$ cat src/rtl/tcam_req_pkg.sv
// Shared widths, opcode/state enums and the request payload for tcam_req_ctrl.
package tcam_req_pkg;

  localparam int unsigned ADDR_W = 28;
  localparam int unsigned DATA_W = 32;
  localparam int unsigned MASK_W = 4;
  localparam int unsigned PMA_W  = 6;
  localparam int unsigned CNT_W  = 4;
  localparam int unsigned PERF_W = 32;

  typedef enum logic {
    OP_SEARCH = 1'b0,
    OP_WRITE  = 1'b1
  } tcam_op_e;

  typedef enum logic [1:0] {
    IDLE,
    ISSUE,
    WAIT,
    RESP
  } tcam_state_e;

  typedef struct packed {
    tcam_op_e            op;
    logic [ADDR_W-1:0]   addr;
    logic [DATA_W-1:0]   wdata;
    logic [MASK_W-1:0]   wmask;
  } tcam_req_t;

endpackage

$ cat src/rtl/tcam_req_perf.sv
// Event counters for tcam_req_ctrl: search issues, write issues, response stalls.
module tcam_req_perf
  import tcam_req_pkg::*;
(
  input  logic              in_clk,
  input  logic              in_rst,
  input  logic              search_issue,
  input  logic              write_issue,
  input  logic              stall,
  output logic [PERF_W-1:0] perf_searches,
  output logic [PERF_W-1:0] perf_writes,
  output logic [PERF_W-1:0] perf_stall_cycles
);

  // Free-running wrap-around counters.
  always_ff @(posedge in_clk) begin
    if (in_rst) begin
      perf_searches     <= '0;
      perf_writes       <= '0;
      perf_stall_cycles <= '0;
    end else begin
      if (search_issue) perf_searches     <= perf_searches + PERF_W'(1);
      if (write_issue)  perf_writes       <= perf_writes + PERF_W'(1);
      if (stall)        perf_stall_cycles <= perf_stall_cycles + PERF_W'(1);
    end
  end

endmodule

$ cat src/rtl/tcam_req_ctrl.sv
// Request sequencer in front of the TCAM array: accepts one search/write,
// strobes the array for one cycle, waits a fixed latency, returns a response.
// Optional macro TCAM_REQ_CTRL_PERF_EN adds perf counter outputs.
module tcam_req_ctrl
  import tcam_req_pkg::*;
#(
  parameter int unsigned SEARCH_LAT = 2,
  parameter int unsigned WRITE_LAT  = 1
) (
  input  logic              in_clk,
  input  logic              in_rst,
  input  logic              req_valid,
  output logic              req_ready,
  input  logic              req_op,
  input  logic [ADDR_W-1:0] req_addr,
  input  logic [DATA_W-1:0] req_wdata,
  input  logic [MASK_W-1:0] req_wmask,
  output logic              resp_valid,
  input  logic              resp_ready,
  output logic              resp_op,
  output logic [PMA_W-1:0]  resp_pma,
  output logic              tcam_csb,
  output logic              tcam_web,
  output logic [MASK_W-1:0] tcam_wmask,
  output logic [ADDR_W-1:0] tcam_addr,
  output logic [DATA_W-1:0] tcam_wdata,
  input  logic [PMA_W-1:0]  tcam_pma,
  output logic              busy
`ifdef TCAM_REQ_CTRL_PERF_EN
  ,
  output logic [PERF_W-1:0] perf_searches,
  output logic [PERF_W-1:0] perf_writes,
  output logic [PERF_W-1:0] perf_stall_cycles
`endif
);

  localparam logic [CNT_W-1:0] SEARCH_LOAD = CNT_W'(SEARCH_LAT - 1);
  localparam logic [CNT_W-1:0] WRITE_LOAD  = CNT_W'(WRITE_LAT - 1);

  tcam_state_e        state_q, state_d;
  tcam_req_t          req_q, req_d;
  logic [CNT_W-1:0]   cnt_q, cnt_d;
  logic               csb_d, web_d, resp_valid_d, resp_op_d;
  logic [PMA_W-1:0]   resp_pma_d;

  // Array pins come straight from the captured request so they stay stable
  // through the wait window.
  assign tcam_addr  = req_q.addr;
  assign tcam_wdata = req_q.wdata;
  assign tcam_wmask = req_q.wmask;

  // State and output registers.
  always_ff @(posedge in_clk) begin
    if (in_rst) begin
      state_q    <= IDLE;
      req_q      <= '0;
      cnt_q      <= '0;
      tcam_csb   <= 1'b1;
      tcam_web   <= 1'b1;
      resp_valid <= 1'b0;
      resp_op    <= 1'b0;
      resp_pma   <= '0;
      req_ready  <= 1'b1;
      busy       <= 1'b0;
    end else begin
      state_q    <= state_d;
      req_q      <= req_d;
      cnt_q      <= cnt_d;
      tcam_csb   <= csb_d;
      tcam_web   <= web_d;
      resp_valid <= resp_valid_d;
      resp_op    <= resp_op_d;
      resp_pma   <= resp_pma_d;
      req_ready  <= (state_d == IDLE);
      busy       <= (state_d != IDLE);
    end
  end

  // Next-state and next-output logic.
  always_comb begin
    state_d      = state_q;
    req_d        = req_q;
    cnt_d        = cnt_q;
    csb_d        = 1'b1;
    web_d        = tcam_web;
    resp_valid_d = resp_valid;
    resp_op_d    = resp_op;
    resp_pma_d   = resp_pma;
    unique case (state_q)
      IDLE: begin
        if (req_valid && req_ready) begin
          req_d   = '{op: tcam_op_e'(req_op), addr: req_addr,
                      wdata: req_wdata, wmask: req_wmask};
          csb_d   = 1'b0;
          web_d   = ~req_op;
          state_d = ISSUE;
        end
      end
      ISSUE: begin
        cnt_d   = (req_q.op == OP_WRITE) ? WRITE_LOAD : SEARCH_LOAD;
        state_d = WAIT;
      end
      WAIT: begin
        if (cnt_q == '0) begin
          resp_pma_d   = (req_q.op == OP_WRITE) ? '0 : tcam_pma;
          resp_op_d    = req_q.op;
          resp_valid_d = 1'b1;
          state_d      = RESP;
        end else begin
          cnt_d = cnt_q - CNT_W'(1);
        end
      end
      RESP: begin
        if (resp_ready) begin
          resp_valid_d = 1'b0;
          web_d        = 1'b1;
          state_d      = IDLE;
        end
      end
      default: state_d = IDLE;
    endcase
  end

`ifdef TCAM_REQ_CTRL_PERF_EN
  logic search_issue_c, write_issue_c, stall_c;

  assign search_issue_c = (state_q == ISSUE) && (req_q.op == OP_SEARCH);
  assign write_issue_c  = (state_q == ISSUE) && (req_q.op == OP_WRITE);
  assign stall_c        = (state_q == RESP) && !resp_ready;

  tcam_req_perf u_perf (
    .in_clk            (in_clk),
    .in_rst            (in_rst),
    .search_issue      (search_issue_c),
    .write_issue       (write_issue_c),
    .stall             (stall_c),
    .perf_searches     (perf_searches),
    .perf_writes       (perf_writes),
    .perf_stall_cycles (perf_stall_cycles)
  );
`endif

endmodule

$ cat config.mk
export PLATFORM = sky130hd
export DESIGN_NAME = tcam_req_ctrl
export DESIGN_NICKNAME = d
export VERILOG_FILES = /design/src/rtl/tcam_req_pkg.sv /design/src/rtl/tcam_req_perf.sv /design/src/rtl/tcam_req_ctrl.sv
export SDC_FILE = /design/constraint.sdc
export NUM_CORES = 1
export LEC_CHECK = 0
export BUFFER_PORTS_ARGS = -buffer_cell sky130_fd_sc_hd__buf_2
export CELL_PAD_IN_SITES_DETAIL_PLACEMENT = 1
export CELL_PAD_IN_SITES_GLOBAL_PLACEMENT = 1
export CORE_UTILIZATION = 34
export DETAILED_ROUTE_END_ITERATION = 12
export HOLD_SLACK_MARGIN = 0.08
export PLACE_DENSITY = 0.9
export SLEW_MARGIN = 15
export SYNTH_ARGS = -nofsm -noshare
export SYNTH_HDL_FRONTEND = slang
export SYNTH_SLANG_ARGS = --single-unit
$ cat constraint.sdc
create_clock -name in_clk -period 1.6 [get_ports in_clk]
set_input_delay 0.4 -clock in_clk [delete_from_list [all_inputs] [get_ports in_clk]]
set_output_delay 0.4 -clock in_clk [all_outputs]
set_load 0.1 [all_outputs]
# Word-level counts from Yosys, hierarchy flattened
# Index checks and enable logic that the tools add are counted.
word_totals:
  register_bits: 83
  output_inout_bits: 76
  wordCells: 52
classes:
  bitwise_logic: 2
  n_addsub: 1
  mux: 15
  n_reduce_logical: 14
  eq_ne: 7
op_table:
  columns: ["op", "count"]
  rows:
  - ["$ne 2x2->1 const B", 4]
  - ["$pmux 2 s4", 1]
  - ["$pmux 4 s2", 1]
  - ["$reduce_bool 2->1", 4]
  - ["$mux 1", 6]
  - ["$mux 2", 3]
  - ["$mux 6", 1]
  - ["$reduce_and 2->1", 3]
  - ["$reduce_and 3->1", 2]
  - ["$eq 2x2->1 const B", 2]
  - ["$logic_not 2->1", 2]
  - ["$logic_not 4->1", 1]
  - ["$mux 4", 1]
  - ["$pmux 1 s2", 2]
  - ["$sub 4x1->4 const B", 1]
  - ["$eq 2x1->1 const B", 1]
  - ["$not 1->1", 2]
  - ["$reduce_or 2->1", 1]
  - ["$logic_and 1x1->1", 1]

# Logic depth before layout (Yosys ltp)
# Gate-level depths: netlist (run 1).
logic_depth:
  depth_word: 4
  mapped_depth: 6
  ltp_nobuf: 5

# Worst setup path after synthesis (run 1)
# OpenSTA, ideal clock, no wires.
synth_path:
  kind: "reg2reg"
  from: "register req_ready"
  to: "register req_q, in the netlist tcam_wdata[10]"
  stages_incl_launch_ff: 7
  arrival_time_ns: 1.675
  path_slack_ns: -0.208
  setup_time_ns: 0.132
  required_ns: 1.468
  cell_sequence: "dfxtp_1 > nand4bb_1 > buf_2 > buf_4 > buf_4 > nand2_1 > a21oi_1"
synth_via:
  elab_chain_cells: 2
synth_rtl:
  columns: ["item", "line_no", "source"]
  rows:
  - ["from (decl)", "tcam_req_ctrl.sv:13", "output logic req_ready,"]
  - ["from (signal assigned)", "tcam_req_ctrl.sv:74", "req_ready <= (state_d == IDLE);"]
  - ["$logic_and 1x1->1", "tcam_req_ctrl.sv:91", "if (req_valid && req_ready) begin"]
  - ["$reduce_and 2->1 (no line)", null, null]
  - ["to (signal assigned)", "tcam_req_ctrl.sv:67", "req_q <= req_d;"]
  - ["to (decl)", "tcam_req_ctrl.sv:41", "tcam_req_t req_q, req_d;"]
# Every way passes these cells.
# A chain may end at the register's enable or synchronous reset.

# Final worst setup path (run 1)
layout_path:
  from: "register tcam_web"
  to: "output port tcam_web"
layout_rtl:
  columns: ["item", "line_no", "source"]
  rows:
  - ["from (decl)", "tcam_req_ctrl.sv:23", "output logic tcam_web,"]
  - ["from (signal assigned)", "tcam_req_ctrl.sv:70", "tcam_web <= web_d;"]
# No word-level cell between the ends.

==> results.txt, run 1 <==
Num CTS Buffers -> 9
Post-Layout Cell Count -> 661
Critical Path RT -> 1.20 ns
critical path capture point type -> primary output
count leader, synth -> nand2_1
setup_tns -> 0 ns
Via Count -> 3052
min-delay src -> req_wdata[8]
Starting Density -> 34.8%
fmax -> 651 MHz
# setup viols final -> 0
Max transition margin -> 66.8%
leakage -> 1.90 nW
maximum net fanout on the critical path -> 2
layout cell share with drive strength beyond 1 -> 35.2%
Fillers -> 1308
post-synthesis simple-gate area fraction -> 20.5%
Seq pwr share -> 36.5%
Crit Reg-Reg Startpoint -> cnt_q[0]
CP cell instances -> buf_2
die width -> 105 um
switching share of power -> 46.0%
Inst Count DP -> 645
vias per inst -> 4.62
Synth top area share -> 46.5%
area leader, netlist -> dfxtp_1
Setup Buffers After CTS -> 0
Hold EP -> tcam_wdata[8]
Comb pwr share -> 41.4%
Core Footprint -> 0.0103 mm^2
Mapped Cells -> 438
Detail Placement HPWL -> 6740 um
metal2 WL -> 4670 um
Critical Path Slowest Stage Cell -> buf_2
clock network fraction of total power -> 22.2%
WS Path Type -> flip-flop to primary output
vias in the first global route -> 3126
remaining antenna violation count -> 0
crit start category -> flip-flop
Final Critical Period -> 1.54 ns
root buffer cell -> clkbuf_8
syn_area_per_cell -> 8.16 um^2
Switch Pwr -> 0.00307 W
reg2reg setup slack -> 0.11 ns
largest family of logic cells by synthesized area -> simple AND/OR/NAND/NOR gates
die span in y -> 105 um
clock skew after layout -> 0.00615 ns
status -> complete, no violations
Syn Nets -> 515
hold slack -> 0.292 ns
mux share of post-synthesis cell area -> 0%
CTS tree -> built
Met3 Wirelength -> 462 um
largest cells by area after synthesis -> dfxtp_1 46%, buf_4 15%, nand2_1 14%
Initial DRC Count -> 99
Syn. warnings -> 0
Max rail drop VDD -> 0.000607 V
max layer used -> met4
Post-Syn Area -> 0.00357 mm^2
RSZ-0062 raised after global routing -> no
drt pass-1 iters -> 4
Worst Reg2Reg Path Length in Cells -> 5
WL met1 -> 3730 um
reg2reg end -> cnt_q[0]
Worst EP arrival -> 1.14 ns
Hold Path Stages -> 3
Post-synth ARST share -> 0%
post-synthesis register bit count -> 83
Clock Tree Buf Depth -> 2
EDFF count, synth -> 0
most instantiated cells after synthesis -> 135 x nand2_1, 83 x dfxtp_1, 76 x a21oi_1
FP Rows -> 37
Total Wirelength -> 8980 um
Slew @ Worst Pin -> 0.502 ns
clock insertion delay at the later pin of the skew report -> 0.34 ns
largest net degree at the start of global routing -> 47
Synth Area in Compound Gates -> 14.4%
Max Cap Viol -> 0
CTS clk-pin slew, worst paths -> 0.08 ns
Final Hold Fails -> 0
initial antenna violation count -> 0
Final Slew Violations -> 0
Power Dens Cells -> 1590 mW/mm^2
RD Place Congestion -> 0.755
H-tree Lvls -> 3
total congestion overflow -> 0
WL/cell -> 13.6 um
Adder-Cell Fraction of Synth Area -> 0.700%
Num Clock Sinks -> 83
first-pass GRT wire length -> 14700 um
Buf+Inv Stages, Crit Path -> 1
Nets -> 597
drt drc -> 0
num ports -> 151
Synth Area in XOR/XNOR -> 0%
Primary FF master, synth -> dfxtp_1
DIE AREA -> 0.0109 mm^2
CP peak stage delay -> 0.44 ns
Crit path max-delay family -> buffers and inverters
Synth cell types -> 37
Tcrit/Tclk final -> 95.9%
total track usage -> 16.8%
CTS Hold Bufs -> 0
Layout Area Growth over Synthesis -> 17.9%
post-synthesis sequential area ratio -> 46.5%
HP Class -> input pin to flip-flop
# port buffers -> 150
n_diodes -> 0
P_int -> 0.00361 W
[layout by cell type, fill, tap and decap left out, types with 6 or more instances in the layout]
cell type,synthesis,final
nand4b_1,6,6
a21oi_1,76,76
buf_2,10,149
dfxtp_1,83,82
o21ai_1,8,8
nand2_1,135,135
buf_4,71,10
clkbuf_8,0,10
[power groups by stage]
stage | Clock (W) | Sequential (W) | Combinational (W)
global placement | 0 | 0.00247 | 0.00270
CTS | 0.00154 | 0.00244 | 0.00278
finish | 0.00148 | 0.00243 | 0.00276
detailed placement | 0 | 0.00249 | 0.00278
global route | 0.00163 | 0.00246 | 0.00291
floorplan | 0 | 0.00270 | 0.00225
[worst min-delay path, delay by kind of cell]
family                 cells  cell delay [ns]
buffers and inverters      1             0.10
and+or+nand+nor            1             0.05
AOI/OAI and AO/OA          1             0.05
[stage by stage]
stage	total power [W]	cell area [um^2]	util, %	setup WS (ns)
after floorplan	0.00495	3580	-	0.114
after global routing	0.00701	4210	41.0	0.0138
after global placement	0.00517	4020	39.1	0.191
after detailed placement	0.00526	4020	39.1	0.120
final	0.00668	4210	41.0	0.0649
after CTS	0.00676	4210	41.0	0.0148
[kinds of logic (layout without fill, tap and decap cells)]
kind of cell    after synthesis  count (layout)
compound gates               94              94
fa+ha+maj                     2               2
buf+inv                      95             182
flops                        83              83
simple gates                164             164
[how the worst max path moves through the flow]
stage / start / depth (start not counted) / endpoint / slack [ns]
floorplan: req_ready / 6 / tcam_wdata[10] / 0.11
global placement: cnt_q[0] / 5 / cnt_q[0] / 0.19
detailed placement: cnt_q[0] / 5 / cnt_q[0] / 0.12
CTS: req_ready / 1 / req_ready / 0.01
global route: tcam_web / 1 / tcam_web / 0.01
finish: tcam_web / 1 / tcam_web / 0.06
[routing by layer]
layer / GRT usage (%) / vias up
met3: 4.30 / 11
met2: 30.5 / 88
met1: 18.8 / 1426
met4: 5.92 / 0
li1: - / 1527
met5: 0 / -
[layout make-up]
class	instances	area, um^2	area share, %
timing repair buffer	163	888	21.1
sequential	83	1660	39.5
tap	136	170	4.04
multi-input combinational	260	1290	30.5
inverter	3	11.3	0.267
clock buffer	11	141	3.36
clock inverter	5	52.6	1.25
[sequential cells by signal, summed over array words and instances (netlist names), 2 cells and up]
register	count
state_q	2
tcam_wmask	4
tcam_addr	28
cnt_q	4
tcam_wdata	32
resp_pma	6
[what timing repair did]
item | 4_1_cts | 5_1_grt
gates resized for setup | 0 | 1
hold endpoints to repair | 0 | 0
endpoints found under the setup margin | 0 | 1
Note: power is estimated with default switching activity, not from simulation.
==> run 2, diff against run 1 <==
CTS_BUF_LIST = sky130_fd_sc_hd__clkbuf_4 sky130_fd_sc_hd__clkbuf_8 sky130_fd_sc_hd__clkbuf_16   (was not set)
TNS_END_PERCENT = 30   (was not set)
==> results.txt, run 2 (same netlist as run 1, synthesis figures left out) <==
drt pass-1 iters -> 4 (unchanged)
met2 Use GR -> 30.2% (-0.28 points)
n_diodes -> 0 (unchanged)
FP Rows -> 37 (unchanged)
Max rail drop VDD -> 0.000609 V (+0.27%)
HP Class -> input pin to flip-flop
status -> complete, no violations
drt drc -> 0 (unchanged)
max FFs per register -> 32 (unchanged)
DIE AREA -> 0.0109 mm^2 (unchanged)
root buffer cell -> clkbuf_8
die span in y -> 105 um (unchanged)
Via Count -> 3047 (-0.16%)
# port buffers -> 150 (unchanged)
met1 Use GR -> 18.9% (+0.12 points)
Nets -> 597 (unchanged)
CTS tree -> built
Max Cap Viol -> 0 (unchanged)
layout cell share with drive strength beyond 1 -> 35.4% (+0.19 points)
CTS Hold Bufs -> 0 (unchanged)
crit start category -> flip-flop
Slew @ Worst Pin -> 0.503 ns (+0.000673 ns)
Detail Placement HPWL -> 6740 um (unchanged)
WS Path Type -> flip-flop to primary output
Power Dens Cells -> 1590 mW/mm^2 (+0.22%)
clock skew after layout -> 0.00621 ns (+0.0000625 ns)
vias in the first global route -> 3106 (-0.64%)
# setup viols final -> 0 (unchanged)
Core Footprint -> 0.0103 mm^2 (unchanged)
leakage -> 1.90 nW (+0.18%)
Tcrit/Tclk final -> 96.0% (about the same)
H-tree Lvls -> 3 (unchanged)
WL/cell -> 13.6 um (about the same)
commonest non-fill, non-tap cell in the layout -> buf_2
Max transition margin -> 66.7% (about the same)
initial antenna violation count -> 0 (unchanged)
routing usage on met3 -> 4.30% (unchanged)
Clock Tree Buf Depth -> 2 (unchanged)
maximum net fanout on the critical path -> 2 (unchanged)
total congestion overflow -> 0 (unchanged)
RD Place Congestion -> 0.755 (unchanged)
num ports -> 151 (unchanged)
largest net degree at the start of global routing -> 47 (unchanged)
Crit path max-delay family -> buffers and inverters
Total Wirelength -> 8980 um (about the same)
Final Critical Period -> 1.54 ns (+0.00110 ns)
vias per inst -> 4.61 (-0.16%)
DP Area -> 0.00402 mm^2 (unchanged)
final core occ -> 41.0% (about the same)
die width -> 105 um (unchanged)
busiest layer in global routing -> met2
CP cell instances -> buf_2
clock insertion delay at the later pin of the skew report -> 0.34 ns (about the same)
Worst EP arrival -> 1.14 ns (about the same)
Critical Path Slowest Stage Cell -> buf_2
Buf+Inv Stages, Crit Path -> 1 (unchanged)
cell area after layout -> 0.00422 mm^2 (about the same)
Final Slew Violations -> 0 (unchanged)
Final Hold Fails -> 0 (unchanged)
total track usage -> 16.7% (-0.040 points)
commonest cells after routing, fill and taps aside -> 149 x buf_2, 135 x nand2_1, 82 x dfxtp_1
fmax -> 651 MHz (about the same)
Starting Density -> 34.8% (unchanged)
critical path capture point type -> primary output
Num Clock Sinks -> 83 (unchanged)
first-pass GRT wire length -> 14700 um (-0.28%)
Layout Area Growth over Synthesis -> 18.0% (about the same)
RSZ-0062 raised after global routing -> no
setup_tns -> 0 ns (unchanged)
Initial DRC Count -> 91 (-8.1%)
Critical Path RT -> 1.20 ns (about the same)
CP peak stage delay -> 0.43 ns (about the same)
Num CTS Buffers -> 9 (unchanged)
remaining antenna violation count -> 0 (unchanged)
CTS clk-pin slew, worst paths -> 0.08 ns (about the same)
-- run 2: cell types whose count changed in the layout (fill, tap and decap cells not counted) --
cell	delta
clkbuf_1	-1
clkbuf_4	+1
-- run 2: worst paths after layout --
path	endpoint	slack [ns]	cells after the start	from
setup / recovery	tcam_addr[24]	0.06	1	tcam_addr[24]
hold / removal	tcam_wdata[15]	0.29	3	req_wdata[15]
setup reg to reg	cnt_q[0]	0.10	5	cnt_q[0]
hold reg to reg	tcam_wdata[5]	0.45	2	tcam_wdata[5]
-- run 2: final cells by class --
cell class                 count  area [um^2]
fill                        1308         6060
sequential                    83         1660
multi-input combinational    260         1290
timing repair buffer         163          888
tap                          136          170
clock buffer                  11          145
clock inverter                 5         52.6
inverter                       3         11.3
-- run 2: routing by layer --
layer | up-vias | wire length (um)
li1 | 1529 | -
met2 | 86 | 4650
met3 | 10 | 472
met1 | 1422 | 3750
met5 | - | 0
met4 | 0 | 112
-- run 2: where the power goes --
group | leakage (nW) | switching, W | internal, W
logic | 1.12 | 0.00221 | 0.000547
clock network | 0.103 | 0.000730 | 0.000774
registers | 0.679 | 0.000132 | 0.00230
-- run 2: timing repair --
item                       in CTS  in global routing
buffers inserted                0                  0
resized for setup               0                  1
setup endpoints to repair       0                  1
-- run 2: worst reg2reg max path, delay by kind of cell, from the launching register on --
family / cells / cell delay [ns]
buffers and inverters: 1 / 0.07
AOI/OAI and AO/OA: 1 / 0.24
adders and majority gates: 1 / 0.24
DFF: 1 / 0.34
and+or+nand+nor: 2 / 0.53
-- run 2: per-stage QoR --
| step | total power [W] | hold slack [ns] | cells | setup WS [ns] |
|---|---|---|---|---|
| finish | 0.00670 | 0.290 | 661 | 0.0638 |
| global route | 0.00703 | 0.273 | 661 | 0.00860 |
| CTS | 0.00678 | 0.266 | 661 | 0.0148 |
| detailed placement | 0.00526 | 0.445 | 645 | 0.120 |
| global placement | 0.00517 | 0.439 | 645 | 0.191 |
| floorplan | 0.00495 | 0.437 | 438 | 0.114 |
==> run 3, diff against run 2 <==
==> constraint.sdc (replaced) <==
create_clock -name in_clk -period 1.6 [get_ports in_clk]
set_input_delay 0.48 -clock in_clk [delete_from_list [all_inputs] [get_ports in_clk]]
set_output_delay 0.48 -clock in_clk [all_outputs]
set_load 0.1 [all_outputs]
==> results.txt, run 3 (same netlist as run 1, synthesis figures left out) <==
Max Cap Viol -> 0 (unchanged)
maximum net fanout on the critical path -> 2 (unchanged)
total congestion overflow -> 0 (unchanged)
Final Hold Fails -> 0 (unchanged)
Power Dens Cells -> 1520 mW/mm^2 (-4.3%)
layout cell share with drive strength beyond 1 -> 35.8% (+0.38 points)
n_diodes -> 0 (unchanged)
Slew @ Worst Pin -> 0.435 ns (-0.0674 ns)
Starting Density -> 34.8% (unchanged)
final core occ -> 43.0% (+1.9 points)
Max rail drop VDD -> 0.000602 V (-1.2%)
commonest cells after routing, fill and taps aside -> 135 x nand2_1, 82 x dfxtp_1, 76 x a21oi_1
Via Count -> 3152 (+3.4%)
Final Slew Violations -> 0 (unchanged)
Fillers -> 1276 (-2.4%)
WS Path Type -> flip-flop to primary output
CP cell instances -> clkbuf_4
# port buffers -> 150 (unchanged)
total track usage -> 17.2% (+0.49 points)
Initial DRC Count -> 147 (+62%)
first-pass GRT wire length -> 15100 um (+2.9%)
fmax -> 668 MHz (+2.5%)
clock skew after layout -> 0.00654 ns (+0.000331 ns)
Buf+Inv Stages, Crit Path -> 1 (unchanged)
Core Footprint -> 0.0103 mm^2 (unchanged)
Detail Placement HPWL -> 6900 um (+2.5%)
Tcrit/Tclk final -> 93.6% (-2.4 points)
Final Critical Period -> 1.50 ns (-0.0381 ns)
hold slack -> 0.363 ns (+0.0733 ns)
die span in y -> 105 um (unchanged)
Nets -> 598 (+0.17%)
Num CTS Buffers -> 9 (unchanged)
drt pass-1 iters -> 4 (unchanged)
HP Class -> input pin to flip-flop
root buffer cell -> clkbuf_8
FP Rows -> 37 (unchanged)
Crit path max-delay family -> flip-flops
initial antenna violation count -> 0 (unchanged)
largest net degree at the start of global routing -> 47 (unchanged)
H-tree Lvls -> 3 (unchanged)
drt drc -> 0 (unchanged)
# setup viols final -> 0 (unchanged)
crit start category -> flip-flop
Multi-input gate area -> 0.00129 mm^2 (+0.68%)
leakage -> 1.91 nW (+0.40%)
clock insertion delay at the later pin of the skew report -> 0.35 ns (about the same)
WL/cell -> 14.3 um (+5.5%)
critical path capture point type -> primary output
Total Wirelength -> 9480 um (+5.5%)
num ports -> 151 (unchanged)
die width -> 105 um (unchanged)
RD Place Congestion -> 0.755 (about the same)
Inst Count DP -> 646 (+0.16%)
Clock Tree Buf Depth -> 2 (unchanged)
vias per inst -> 4.77 (+3.4%)
CTS tree -> built
Storage cell area -> 0.00166 mm^2 (unchanged)
CTS clk-pin slew, worst paths -> 0.08 ns (about the same)
max FFs per register -> 32 (unchanged)
DIE AREA -> 0.0109 mm^2 (unchanged)
Num Clock Sinks -> 83 (unchanged)
Critical Path Slowest Stage Cell -> dfxtp_1
Post-Layout Cell Count -> 661 (unchanged)
remaining antenna violation count -> 0 (unchanged)
status -> complete, no violations
Worst EP arrival -> 1.02 ns (-0.12 ns)
Layout Area Growth over Synthesis -> 23.5%
Max transition margin -> 71.0% (+4.2 points)
CP peak stage delay -> 0.34 ns (-0.09 ns)
vias in the first global route -> 3214 (+3.5%)
Setup Buffers After CTS -> 0 (unchanged)
Critical Path RT -> 1.12 ns (-0.08 ns)
commonest non-fill, non-tap cell in the layout -> nand2_1
-- run 3: changes by cell type in the layout (fill, tap and decap cells not counted), sizes merged --
cell,delta
bufinv,-1
clkbuf,+14
buf,-12
clkinvlp,-1
-- run 3: per-layer routing --
metal	routed length [um]	part of all wire, %	up-vias	track usage (%)
met1	3720	39	1517	18.4
met3	433	4.6	15	4.05
met4	167	1.8	0	6.33
met5	0	0	-	0
li1	-	-	1528	-
met2	5160	54	92	32.5
-- run 3: through the flow --
step                cell area [um^2]  worst slack [ns]  TNS (ns)  total power, W
detailed placement              4050            0.0601         0         0.00530
finish                          4420             0.102         0         0.00671
global placement                4050             0.114         0         0.00521
global route                    4420           -0.0115   -0.0115         0.00703
CTS                             4370        0.00000677         0         0.00675
floorplan                       3580             0.114         0         0.00495
-- run 3: worst paths after layout --
| kind | start | cells after the start | end | slack, ns |
|---|---|---|---|---|
| worst max-delay path | tcam_wdata[20] | 1 | tcam_wdata[20] | 0.10 |
| worst min-delay path | req_wdata[9] | 3 | tcam_wdata[9] | 0.36 |
| worst max register to register | cnt_q[0] | 5 | cnt_q[1] | 0.11 |
| worst min register to register | tcam_addr[12] | 2 | tcam_addr[12] | 0.46 |
-- run 3: area by class of cell --
class / instances / area share, %
flip-flops and latches: 83 / 37.7
multi-input cells: 260 / 29.3
repair buffers: 164 / 25.1
well taps: 136 / 3.85
clock buffers: 12 / 3.46
clock inverters: 3 / 0.340
inverters: 3 / 0.255
-- run 3: repair_timing --
| action | 4_1_cts | 5_1_grt |
|---|---|---|
| setup endpoints to repair | 60 | 16 |
| hold buffers | 0 | 0 |
| resized for setup | 60 | 16 |
-- run 3: tightest hold or removal path, cell delays in order --
cell and delay (ns):
buf_2 0.09, nand2_1 0.04, a21oi_1 0.05
-- run 3: power breakdown --
| part | total [W] | internal [W] | leakage, nW | switching [W] |
|---|---|---|---|---|
| clock | 0.00134 | 0.000626 | 0.0928 | 0.000711 |
| sequential | 0.00245 | 0.00230 | 0.679 | 0.000148 |
| combinational | 0.00292 | 0.000691 | 1.14 | 0.00223 |
